<file path="config.mk">
export PLATFORM = sky130hd
export DESIGN_NAME = shift_right_unit_flat
export DESIGN_NICKNAME = d
export VERILOG_FILES = /design/src/rtl/shift_right_unit_if.sv /design/src/rtl/shift_right_unit.sv /design/src/flat_wrapper.sv
export SDC_FILE = /design/constraint.sdc
export NUM_CORES = 1
export LEC_CHECK = 0
export CAP_MARGIN = 20
export CORE_UTILIZATION = 36
export CTS_BUF_LIST = sky130_fd_sc_hd__clkbuf_8
export DETAILED_ROUTE_END_ITERATION = 7
export PLACE_DENSITY = 0.6
export SLEW_MARGIN = 0
export SYNTH_ARGS = -nofsm -noshare
export SYNTH_HDL_FRONTEND = slang
export SYNTH_SLANG_ARGS = --single-unit
</file>
<file path="constraint.sdc">
create_clock -name clk -period 6.6 [get_ports clk]
set_input_delay 1.32 -clock clk [delete_from_list [all_inputs] [get_ports clk]]
set_output_delay 1.32 -clock clk [all_outputs]
set_load 0.02 [all_outputs]
</file>
<file path="src/rtl/shift_right_unit_if.sv">
// Handshake/bus bundle for shift_right_unit.
//   master: drives start/op/num1/num2/carry_in, observes busy/done/result/flags
//   slave : the shift unit itself
interface shift_right_unit_if #(
    parameter int unsigned WIDTH = 32
);
    logic             start;
    logic [1:0]       op;
    logic [WIDTH-1:0] num1;
    logic [WIDTH-1:0] num2;
    logic             carry_in;
    logic             busy;
    logic             done;
    logic [WIDTH-1:0] result;
    logic             n_flag;
    logic             z_flag;
    logic             c_flag;

    modport master (
        output start, op, num1, num2, carry_in,
        input  busy, done, result, n_flag, z_flag, c_flag
    );

    modport slave (
        input  start, op, num1, num2, carry_in,
        output busy, done, result, n_flag, z_flag, c_flag
    );
endinterface

</file>
<file path="src/rtl/shift_right_unit.sv">
// Multi-cycle LSR/ASR/ROR unit, one bit per cycle, with Thumb N/Z/C flags.
//   clk   : rising-edge clock
//   rst_n : asynchronous active-low reset
//   sru   : slave side of shift_right_unit_if (start/op/num1/num2/carry_in in,
//           busy/done/result/n_flag/z_flag/c_flag out, all outputs registered)
module shift_right_unit #(
    parameter int unsigned WIDTH = 32
) (
    input  logic               clk,
    input  logic               rst_n,
    shift_right_unit_if.slave  sru
);
    localparam int unsigned SH_W  = $clog2(WIDTH);
    localparam int unsigned CNT_W = SH_W + 1;
    localparam int unsigned AMT_W = 8;

    localparam logic [1:0] OP_LSR = 2'b00;
    localparam logic [1:0] OP_ASR = 2'b01;
    localparam logic [1:0] OP_ROR = 2'b10;

    typedef enum logic [1:0] {
        S_IDLE  = 2'b00,
        S_SHIFT = 2'b01,
        S_DONE  = 2'b10
    } state_e;

    state_e           state_q, state_d;
    logic [WIDTH-1:0] acc_q, acc_d;
    logic [CNT_W-1:0] cnt_q, cnt_d;
    logic [1:0]       op_q, op_d;
    logic             over_q, over_d;
    logic             busy_q, busy_d;
    logic             done_q, done_d;
    logic [WIDTH-1:0] result_q, result_d;
    logic             n_q, n_d;
    logic             z_q, z_d;
    logic             c_q, c_d;

    logic [AMT_W-1:0] amt_c;
    logic [CNT_W-1:0] cnt_init_c;
    logic [WIDTH-1:0] shifted_c;
    logic             unused_num2;

    assign amt_c       = sru.num2[AMT_W-1:0];
    assign unused_num2 = ^sru.num2[WIDTH-1:AMT_W];

    // Effective bit count: linear shifts saturate at WIDTH, rotates wrap.
    always_comb begin
        cnt_init_c = '0;
        case (sru.op)
            OP_LSR, OP_ASR: begin
                if (amt_c >= AMT_W'(WIDTH)) cnt_init_c = CNT_W'(WIDTH);
                else                        cnt_init_c = CNT_W'(amt_c);
            end
            OP_ROR:  cnt_init_c = CNT_W'(amt_c[SH_W-1:0]);
            default: cnt_init_c = '0;
        endcase
    end

    // One-bit step of the latched operation.
    always_comb begin
        shifted_c = acc_q;
        case (op_q)
            OP_LSR:  shifted_c = {1'b0,             acc_q[WIDTH-1:1]};
            OP_ASR:  shifted_c = {acc_q[WIDTH-1],   acc_q[WIDTH-1:1]};
            OP_ROR:  shifted_c = {acc_q[0],         acc_q[WIDTH-1:1]};
            default: shifted_c = acc_q;
        endcase
    end

    // Next-state and output logic; result/flags are loaded on entry to DONE.
    always_comb begin
        state_d  = state_q;
        acc_d    = acc_q;
        cnt_d    = cnt_q;
        op_d     = op_q;
        over_d   = over_q;
        busy_d   = busy_q;
        done_d   = 1'b0;
        result_d = result_q;
        c_d      = c_q;

        case (state_q)
            S_IDLE: begin
                if (sru.start) begin
                    busy_d = 1'b1;
                    op_d   = sru.op;
                    acc_d  = sru.num1;
                    cnt_d  = cnt_init_c;
                    // LSR past the width shifts out only zeros, so C ends up 0.
                    over_d = (sru.op == OP_LSR) && (amt_c > AMT_W'(WIDTH));
                    if (cnt_init_c == '0) begin
                        state_d  = S_DONE;
                        done_d   = 1'b1;
                        result_d = sru.num1;
                        // ROR by a non-zero multiple of WIDTH reports the MSB.
                        if ((sru.op == OP_ROR) && (amt_c != '0)) c_d = sru.num1[WIDTH-1];
                        else                                     c_d = sru.carry_in;
                    end else begin
                        state_d = S_SHIFT;
                    end
                end
            end
            S_SHIFT: begin
                acc_d = shifted_c;
                cnt_d = cnt_q - CNT_W'(1);
                if (cnt_q == CNT_W'(1)) begin
                    state_d  = S_DONE;
                    done_d   = 1'b1;
                    result_d = shifted_c;
                    c_d      = over_q ? 1'b0 : acc_q[0];
                end
            end
            S_DONE: begin
                state_d = S_IDLE;
                busy_d  = 1'b0;
            end
            default: begin
                state_d = S_IDLE;
                busy_d  = 1'b0;
            end
        endcase

        n_d = result_d[WIDTH-1];
        z_d = (result_d == '0);
    end

    always_ff @(posedge clk or negedge rst_n) begin
        if (!rst_n) begin
            state_q  <= S_IDLE;
            acc_q    <= '0;
            cnt_q    <= '0;
            op_q     <= '0;
            over_q   <= 1'b0;
            busy_q   <= 1'b0;
            done_q   <= 1'b0;
            result_q <= '0;
            n_q      <= 1'b0;
            z_q      <= 1'b0;
            c_q      <= 1'b0;
        end else begin
            state_q  <= state_d;
            acc_q    <= acc_d;
            cnt_q    <= cnt_d;
            op_q     <= op_d;
            over_q   <= over_d;
            busy_q   <= busy_d;
            done_q   <= done_d;
            result_q <= result_d;
            n_q      <= n_d;
            z_q      <= z_d;
            c_q      <= c_d;
        end
    end

    assign sru.busy   = busy_q;
    assign sru.done   = done_q;
    assign sru.result = result_q;
    assign sru.n_flag = n_q;
    assign sru.z_flag = z_q;
    assign sru.c_flag = c_q;

endmodule

</file>
<file path="src/flat_wrapper.sv">
// flat-port wrapper written by rule: the top's interface ports become plain ports
module shift_right_unit_flat 
#(
    parameter int unsigned WIDTH = 32
)
  (clk, rst_n, sru_start, sru_op, sru_num1, sru_num2, sru_carry_in, sru_busy, sru_done, sru_result, sru_n_flag, sru_z_flag, sru_c_flag);
  shift_right_unit_if #(.WIDTH(WIDTH)) sru_i ();
  input  logic clk;
  input  logic rst_n;
  input wire logic [$bits(sru_i.start)-1:0] sru_start;
  input wire logic [$bits(sru_i.op)-1:0] sru_op;
  input wire logic [$bits(sru_i.num1)-1:0] sru_num1;
  input wire logic [$bits(sru_i.num2)-1:0] sru_num2;
  input wire logic [$bits(sru_i.carry_in)-1:0] sru_carry_in;
  output wire logic [$bits(sru_i.busy)-1:0] sru_busy;
  output wire logic [$bits(sru_i.done)-1:0] sru_done;
  output wire logic [$bits(sru_i.result)-1:0] sru_result;
  output wire logic [$bits(sru_i.n_flag)-1:0] sru_n_flag;
  output wire logic [$bits(sru_i.z_flag)-1:0] sru_z_flag;
  output wire logic [$bits(sru_i.c_flag)-1:0] sru_c_flag;
  assign sru_i.start = sru_start;
  assign sru_i.op = sru_op;
  assign sru_i.num1 = sru_num1;
  assign sru_i.num2 = sru_num2;
  assign sru_i.carry_in = sru_carry_in;
  assign sru_busy = sru_i.busy;
  assign sru_done = sru_i.done;
  assign sru_result = sru_i.result;
  assign sru_n_flag = sru_i.n_flag;
  assign sru_z_flag = sru_i.z_flag;
  assign sru_c_flag = sru_i.c_flag;
  shift_right_unit #(.WIDTH(WIDTH)) u_core (.clk(clk), .rst_n(rst_n), .sru(sru_i));
endmodule
</file>
# --- Word-level counts from Yosys, hierarchy flattened ---
# Index checks and enable logic that the tools add are counted.
word_totals:
  in_bits: 70
  output_inout_bits: 37
  ff_bits: 80
op_classes:
  magnitude_cmp: 2
  bitwise_logic: 1
  addsub: 1
  n_eq_ne: 9
  n_reduce_logical: 15
  muxes: 27
op_table:
  columns: ["cell", "count"]
  rows:
  - ["two-way mux 32 bit", 4]
  - ["one-hot mux 32 bit (2 select lines)", 2]
  - ["one-hot mux 32 bit (3 select lines)", 1]
  - ["zero test 32 bit", 1]
  - ["one-hot mux 6 bit (2 select lines)", 2]
  - ["two-way mux 6 bit", 2]
  - ["two-way mux 1 bit", 9]
  - ["greater-or-equal comparator 8 x 6 -> 1 bit, second input constant", 1]
  - ["greater-than comparator 8 x 6 -> 1 bit, second input constant", 1]
  - ["AND reduction 2 bit", 4]
  - ["nonzero test 8 bit", 1]
  - ["== test 2 x 1 -> 1 bit, second input constant", 3]
  - ["== test 6 x 1 -> 1 bit, second input constant", 1]
  - ["zero test 2 bit", 3]
  - ["zero test 6 bit", 1]
  - ["two-way mux 2 bit", 3]
  - ["one-hot mux 1 bit (2 select lines)", 3]
  - ["subtractor 6 x 1 -> 6 bit, second input constant", 1]
  - ["== test 2 bit, second input constant", 2]
  - ["!= test 2 x 1 -> 1 bit, second input constant", 2]
  - ["one-hot mux 2 bit (2 select lines)", 1]
  - ["AND reduction 4 bit", 1]
  - ["logical AND 1 bit", 2]
  - ["!= test 2 bit, second input constant", 1]
  - ["3 further kinds", 3]

# --- Depth between registers and ports, before layout ---
# Gate-level depths: netlist of the first run.
depth:
  depth_word: 8
  mapped_depth: 10

# --- Worst setup path before layout of the first run ---
# OpenSTA, ideal clock, no wires.
synth_path:
  path_kind: "input port to flip-flop"
  startpoint: "input sru_num2[0]"
  endpoint: "register u_core.z_q, in the netlist u_core.sru.z_flag"
  path_stages: 6
  path_slack_ps: 3171
  t_arrival_ps: 3333
  n_path_buf: 0
  required_time_ps: 6504
  setup_time_ps: 96
  cell_sequence: "or4_4 > o31ai_4 > a31oi_4 > a221o_1 > or4b_1 > nor4_2"
synth_via:
  elab_chain_cells: 8
synth_rtl:
  columns: ["element", "line", "source"]
  rows:
  - ["start, declared", "flat_wrapper.sv:13", "input wire logic [$bits(sru_i.num2)-1:0] sru_num2;"]
  - ["greater-or-equal comparator 8 x 6 -> 1 bit", "shift_right_unit.sv:52", "if (amt_c >= AMT_W'(WIDTH)) cnt_init_c = CNT_W'(WIDTH);"]
  - ["two-way mux 6 bit", "shift_right_unit.sv:52", null]
  - ["one-hot mux 6 bit (2 select lines) *", "shift_right_unit.sv:50", "case (sru.op)"]
  - ["zero test 6 bit *", "shift_right_unit.sv:92", "if (cnt_init_c == '0) begin"]
  - ["two-way mux 32 bit *", "shift_right_unit.sv:92", null]
  - ["two-way mux 32 bit *", "shift_right_unit.sv:85", "if (sru.start) begin"]
  - ["one-hot mux 32 bit (2 select lines) *", "shift_right_unit.sv:83", "case (state_q)"]
  - ["net u_core.result_d[13]", "shift_right_unit.sv:34", "logic [WIDTH-1:0] result_q, result_d;"]
  - ["zero test 32 bit *", "shift_right_unit.sv:125", "z_d = (result_d == '0);"]
  - ["net u_core.z_d", "shift_right_unit.sv:36", "logic z_q, z_d;"]
  - ["end signal, assigned", "shift_right_unit.sv:151", "z_q <= z_d;"]
  - ["end, declared", "shift_right_unit.sv:36", null]
# The timed path passes the listed nets; every way through them passes the cells marked *.
# A chain may end at the register's enable or synchronous reset.

# --- Final worst setup path of the first run ---
layout_path:
  startpoint: "input sru_start"
  endpoint: "register u_core.z_q, in the netlist u_core.sru.z_flag"
layout_via:
  elab_chain_cells: 3
layout_rtl:
  columns: ["element", "line", "source"]
  rows:
  - ["start, declared", "flat_wrapper.sv:10", "input wire logic [$bits(sru_i.start)-1:0] sru_start;"]
  - ["two-way mux 32 bit", "shift_right_unit.sv:85", null]
  - ["one-hot mux 32 bit (2 select lines)", "shift_right_unit.sv:83", null]
  - ["net u_core.result_d[13]", "shift_right_unit.sv:34", null]
  - ["zero test 32 bit", "shift_right_unit.sv:125", null]
  - ["net u_core.z_d", "shift_right_unit.sv:36", null]
# The timed path passes the listed nets, and every way through them passes these cells.

==> impl_metrics.toml, run 1 <==
[cts]
cts_buffers = 9
postCtsSetupRepairBufs = 0
hold_buffers = 0
clock_sinks = 79
cts_buffer_depth = 2
clockRootBuffer = "clkbuf_8"
htree_num_levels = 3
cts_tree = "yes"
clk_pin_slew_ns = 0.08
insertion_delay_ns = 0.35
cts_resized = 0

[finish]
fin_cells = 655
n_antenna_cell = 0
area_growth_pct = 28.4
layout.nets = 582
drive_above_1_share_pct = 5.63

[sta]
finalHoldViolCount = 0
slew_headroom_pct = 24.1
timing.fmax_mhz = 233
setup_viol = 0
finalCritPeriodShare_pct = 64.9
setup_slack_ns = 2.31
fin_tns_setup_ns = 0
slew_viol_final = 0
skew_ns = 0.0101
tightest_slew_ns = 1.14
rsz0062_at_grt = "false"
finalCriticalPeriod_ns = 4.29

[yosys]
yosysTopAreaCell = "dfrtp_1"
synth_top_area_share_pct = 47.5
synth_edf_count = 0
yosysWarnings = 0
avgSynthCellArea_sq_um = 9.40
synth-seq-area-share_pct = 47.5
async_reset_ff_share_pct = 100
yosys-top-cells-count = "dfrtp_1 (79), nand2_1 (75), inv_1 (35)"
synth.net_count = 515
synth_most_common_cell = "dfrtp_1"
ys_ff_latch = 79
ys_types = 55
synth-main-ff-cell = "dfrtp_1"
synth_area_leaders = "dfrtp_1 (47%), nand2_1 (6.8%), a221o_1 (6.7%), a222oi_1 (5.8%), a21oi_1 (3.5%)"
netlist_instances = 443
synth_area_sq_mm = 0.00417

[run]
max_cap_violations = 0

[drt]
wl_mm = 13.6
remaining_drc_errors = 0
post_drt_wl_per_cell_um = 20.7
vias_per_cell = 6.12
ant_nets = 0
first_pass_iters = 8
initialDrtViolationCount = 386
vias = 4008

[critical_path]
critPathKind = "input port to flip-flop"
critPathCaptureType = "flip-flop"
cp_max_fo = 34
required_ns = 6.86
arrival_ns = 4.54
start_kind = "input port"

[placed_design]
gp_congestion = 0.881
numPortBuffers = 82
dpl.hpwl_mm = 9.13
dp.cells = 638
dp_slack_ns = 1.93

[status]
status = "finished, final reports clean"

[power_and_ir_drop]
p_per_area_mw_per_mm2 = 474
ir_worst_vdd_uv = 175
p_leak_nw = 2.34

[floorplan]
start_util_pct = 37.6
fp.dieH_um = 110
coreArea_sq_mm = 0.0111
io_pins = 107
row_count = 38
die_area_sq_mm = 0.0120
die_w_um = 110

[global_route]
grt.total_usage_pct = 23.8
grt_max_degree = 80
grt_pass1_vias = 3801
grt_overflow = 0
antenna_found_initial = 0
grt_pass1_wl_mm = 21.3

[min_path]
hp-class = "flip-flop to flip-flop"
where the power goes:
part	internal, W	switching [W]	total (W)
combinational	0.000513	0.000611	0.00112
sequential	0.000696	0.000273	0.000969
clock	0.000260	0.000183	0.000444
registers in the layout, summed over array words and instances (netlist names):
signal / cells
u_core.sru.result: 31
u_core.over_q: 1
u_core.sru.c_flag: 1
u_core.acc_q: 32
u_core.state_q: 2
u_core.sru.done: 1
u_core.cnt_q: 6
u_core.op_q: 2
u_core.sru.z_flag: 1
u_core.sru.busy: 1
u_core.sru.n_flag: 1
area by class of cell:
| type | instances | area [sq um] |
|---|---|---|
| tap | 140 | 175 |
| clock buffer | 10 | 138 |
| timing repair buffer | 87 | 876 |
| clock inverter | 6 | 109 |
| inverter | 35 | 131 |
| multi-input combinational | 298 | 1940 |
| fill | 1078 | 5730 |
| sequential | 79 | 1980 |
routing by layer:
| layer | GRT usage [%] | wire (um) | up-vias |
|---|---|---|---|
| met5 | 0 | 0 | - |
| met3 | 4.45 | 882 | 22 |
| li1 | - | - | 1815 |
| met1 | 32.3 | 5960 | 1982 |
| met4 | 6.86 | 269 | 0 |
| met2 | 38.8 | 6470 | 189 |
logic make-up (layout without fill, tap and decap cells):
logic type | Yosys count | count (layout) | synth area share, %
AND/OR/NAND/NOR | 152 | 152 | 18.0
adder cells (fa/ha/maj) | 2 | 2 | 0.601
multiplexers | 4 | 4 | 0.961
buffers and inverters | 66 | 138 | 6.04
flip-flops | 79 | 79 | 47.5
AO/OA/AOI/OAI | 139 | 139 | 26.7
XOR/XNOR | 1 | 1 | 0.210
cells in the final DEF, fill, tap and decap left out, types with 5 or more instances in the layout:
cell	count
clkbuf_8	10
and2_1	10
a221o_1	28
nor2_1	12
nor4_1	18
clkdlybuf4s50_1	81
nand2_1	75
o21ai_0	15
a222oi_1	24
a21oi_1	29
inv_1	36
buf_4	5
dfrtp_1	79
a22oi_1	7
and3_1	8
path summary, 6_finish.rpt:
| check | cells after the start | startpoint | to | slack, ns |
|---|---|---|---|---|
| worst min-delay path | 2 | u_core.over_q | u_core.over_q | 0.50 |
| worst max-delay path | 7 | sru_start | u_core.sru.z_flag | 2.31 |
| worst min register to register | 2 | u_core.over_q | u_core.over_q | 0.50 |
| max in group asynchronous | 2 | rst_n | u_core.acc_q[5] | 5.12 |
| worst max register to register | 5 | u_core.state_q[0] | u_core.sru.z_flag | 3.24 |
| min in group asynchronous | 1 | rst_n | u_core.sru.result[22] | 0.89 |
critical path, stage by stage:
cell             delay (ns)
clkdlybuf4s50_1        0.47
inv_1                  0.14
nor3_2                 0.84
a31oi_4                0.54
a221o_1                0.52
or4b_1                 0.54
nor4_2                 0.17
stage by stage:
step / instance area (sq um) / hold slack [ns] / total power, W / util (%)
global route: 5350 / 0.526 / 0.00270 / 48.3
floorplan: 4170 / 0.434 / 0.00161 / -
detailed placement: 5080 / 0.473 / 0.00209 / 45.8
CTS: 5320 / 0.499 / 0.00254 / 48.0
finish: 5350 / 0.500 / 0.00254 / 48.3
global placement: 5080 / 0.461 / 0.00206 / 45.8
Note: power is estimated with default switching activity, not from simulation.
==> run 2, diff against run 1 <==
Clock period 6.6 ns to 4.2 ns, I/O delays scaled along.
==> impl_metrics.toml, run 2 (same netlist as run 1, synthesis figures left out) <==
[placed_design]
numPortBuffers = 82
gp_congestion = 0.883
dpl_cell_area_sq_mm = 0.00511
dpl.hpwl_mm = 9.27
dp.cells = 643

[status]
status = "finished, final reports clean"

[power_and_ir_drop]
p_per_area_mw_per_mm2 = 736
power_w = 0.00395
p_leak_nw = 2.36
ir_worst_vdd_uv = 299

[drt]
remaining_drc_errors = 0
wl_mm = 13.4
vias_per_cell = 6.11
first_pass_iters = 7
vias = 4031
ant_nets = 0
post_drt_wl_per_cell_um = 20.4
initialDrtViolationCount = 360

[global_route]
antenna_found_initial = 0
grt_max_degree = 80
grt.total_usage_pct = 23.7
grt_pass1_wl_mm = 21.5
grt_overflow = 0
grt_pass1_vias = 3853

[finish]
regMostFlops = "u_core.acc_q"
nFillCells = 1081
drive_above_1_share_pct = 6.54
area_growth_pct = 28.8
final_area_sq_mm = 0.00536
layout.nets = 587
final_common_cell = "clkdlybuf4s50_1"
final_cell_mix = "clkdlybuf4s50_1 (81), dfrtp_1 (79), nand2_1 (75), inv_1 (36), a21oi_1 (29)"
largest_reg_flops = 32
multi_input_comb_area_sq_mm = 0.00194
fin_cells = 660
final-seq-area_sq_mm = 0.00198
n_antenna_cell = 0

[floorplan]
start_util_pct = 37.6
fp.dieH_um = 110
die_area_sq_mm = 0.0120
io_pins = 107
row_count = 38
coreArea_sq_mm = 0.0111
die_w_um = 110

[critical_path]
crit_slowest_cell = "or4_4"
start_kind = "input port"
rr_startpoint = "u_core.cnt_q[1]"
max_stage_delay_ns = 0.57
rrSetupSlack_ns = 1.26
r2r_end = "u_core.sru.z_flag"
required_ns = 4.46
cp_num_buf_inv = 1
critPathCaptureType = "flip-flop"
cp_max_fo = 20
cp_cell_sequence = "clkdlybuf4s50_1 -> or4_4 -> o31ai_4 -> a31oi_4 -> a221o_1 -> or4b_1 -> nor4_2"
rr_worst_depth = 8
critPathKind = "input port to flip-flop"
crit_cells = 7
arrival_ns = 3.71
crit_family = "simple AND/OR/NAND/NOR gates"

[cts]
postCtsSetupRepairBufs = 0
hold_buffers = 0
clockRootBuffer = "clkbuf_8"
cts_resized = 0
cts_buffer_depth = 2
insertion_delay_ns = 0.35
htree_num_levels = 3
clk_pin_slew_ns = 0.09
cts_tree = "yes"
cts_buffers = 9
clock_sinks = 79

[sta]
finalHoldViolCount = 0
finalCritPeriodShare_pct = 82.1
slew_headroom_pct = 30.8
rsz0062_at_grt = "false"
slew_viol_final = 0
skew_ns = 0.0112
setup_viol = 0
finalCriticalPeriod_ns = 3.45
tightest_slew_ns = 1.04
fin_tns_setup_ns = 0
timing.fmax_mhz = 290

[min_path]
hp-class = "input port to async pin"

[run]
max_cap_violations = 0
-- run 2: stage by stage --
| stage | utilization [%] | hold WS, ns | setup slack [ns] |
|---|---|---|---|
| CTS | 48.2 | 0.473 | 0.749 |
| global route | 48.4 | 0.429 | 0.641 |
| global placement | 46.2 | 0.450 | 0.452 |
| floorplan | - | 0.434 | 1.25 |
| detailed placement | 46.2 | 0.455 | 0.402 |
| finish | 48.4 | 0.413 | 0.750 |
-- run 2: how the worst max path moves through the flow --
stage                            from                 to  slack (ns)
after detailed placement  sru_num2[0]  u_core.sru.z_flag        0.40
after global placement    sru_num2[0]  u_core.sru.z_flag        0.45
after CTS                 sru_num2[0]  u_core.sru.z_flag        0.75
final                     sru_num2[0]  u_core.sru.z_flag        0.75
after floorplan           sru_num2[0]  u_core.sru.z_flag        1.25
after global routing      sru_num2[0]  u_core.sru.z_flag        0.64
-- run 2: where the power goes --
group	internal [W]	switching, W	total [W]
registers	0.00109	0.000431	0.00152
logic	0.000822	0.000964	0.00179
clock network	0.000349	0.000288	0.000637
total	0.00226	0.00168	0.00395
-- run 2: cell type report --
| type | count | share of cell area [%] |
|---|---|---|
| flip-flops and latches | 79 | 36.9 |
| multi-input cells | 298 | 36.2 |
| repair buffers | 92 | 17.0 |
| well taps | 140 | 3.27 |
| clock buffers | 10 | 2.57 |
| inverters | 35 | 2.45 |
| clock inverters | 6 | 1.59 |
-- run 2: per-layer routing --
metal | vias up | GRT usage (%) | share of wire [%]
li1 | 1829 | - | -
met1 | 1983 | 33.1 | 43
met2 | 199 | 36.9 | 47
met3 | 20 | 4.39 | 8.2
met4 | 0 | 7.81 | 2.3
met5 | - | 0 | 0
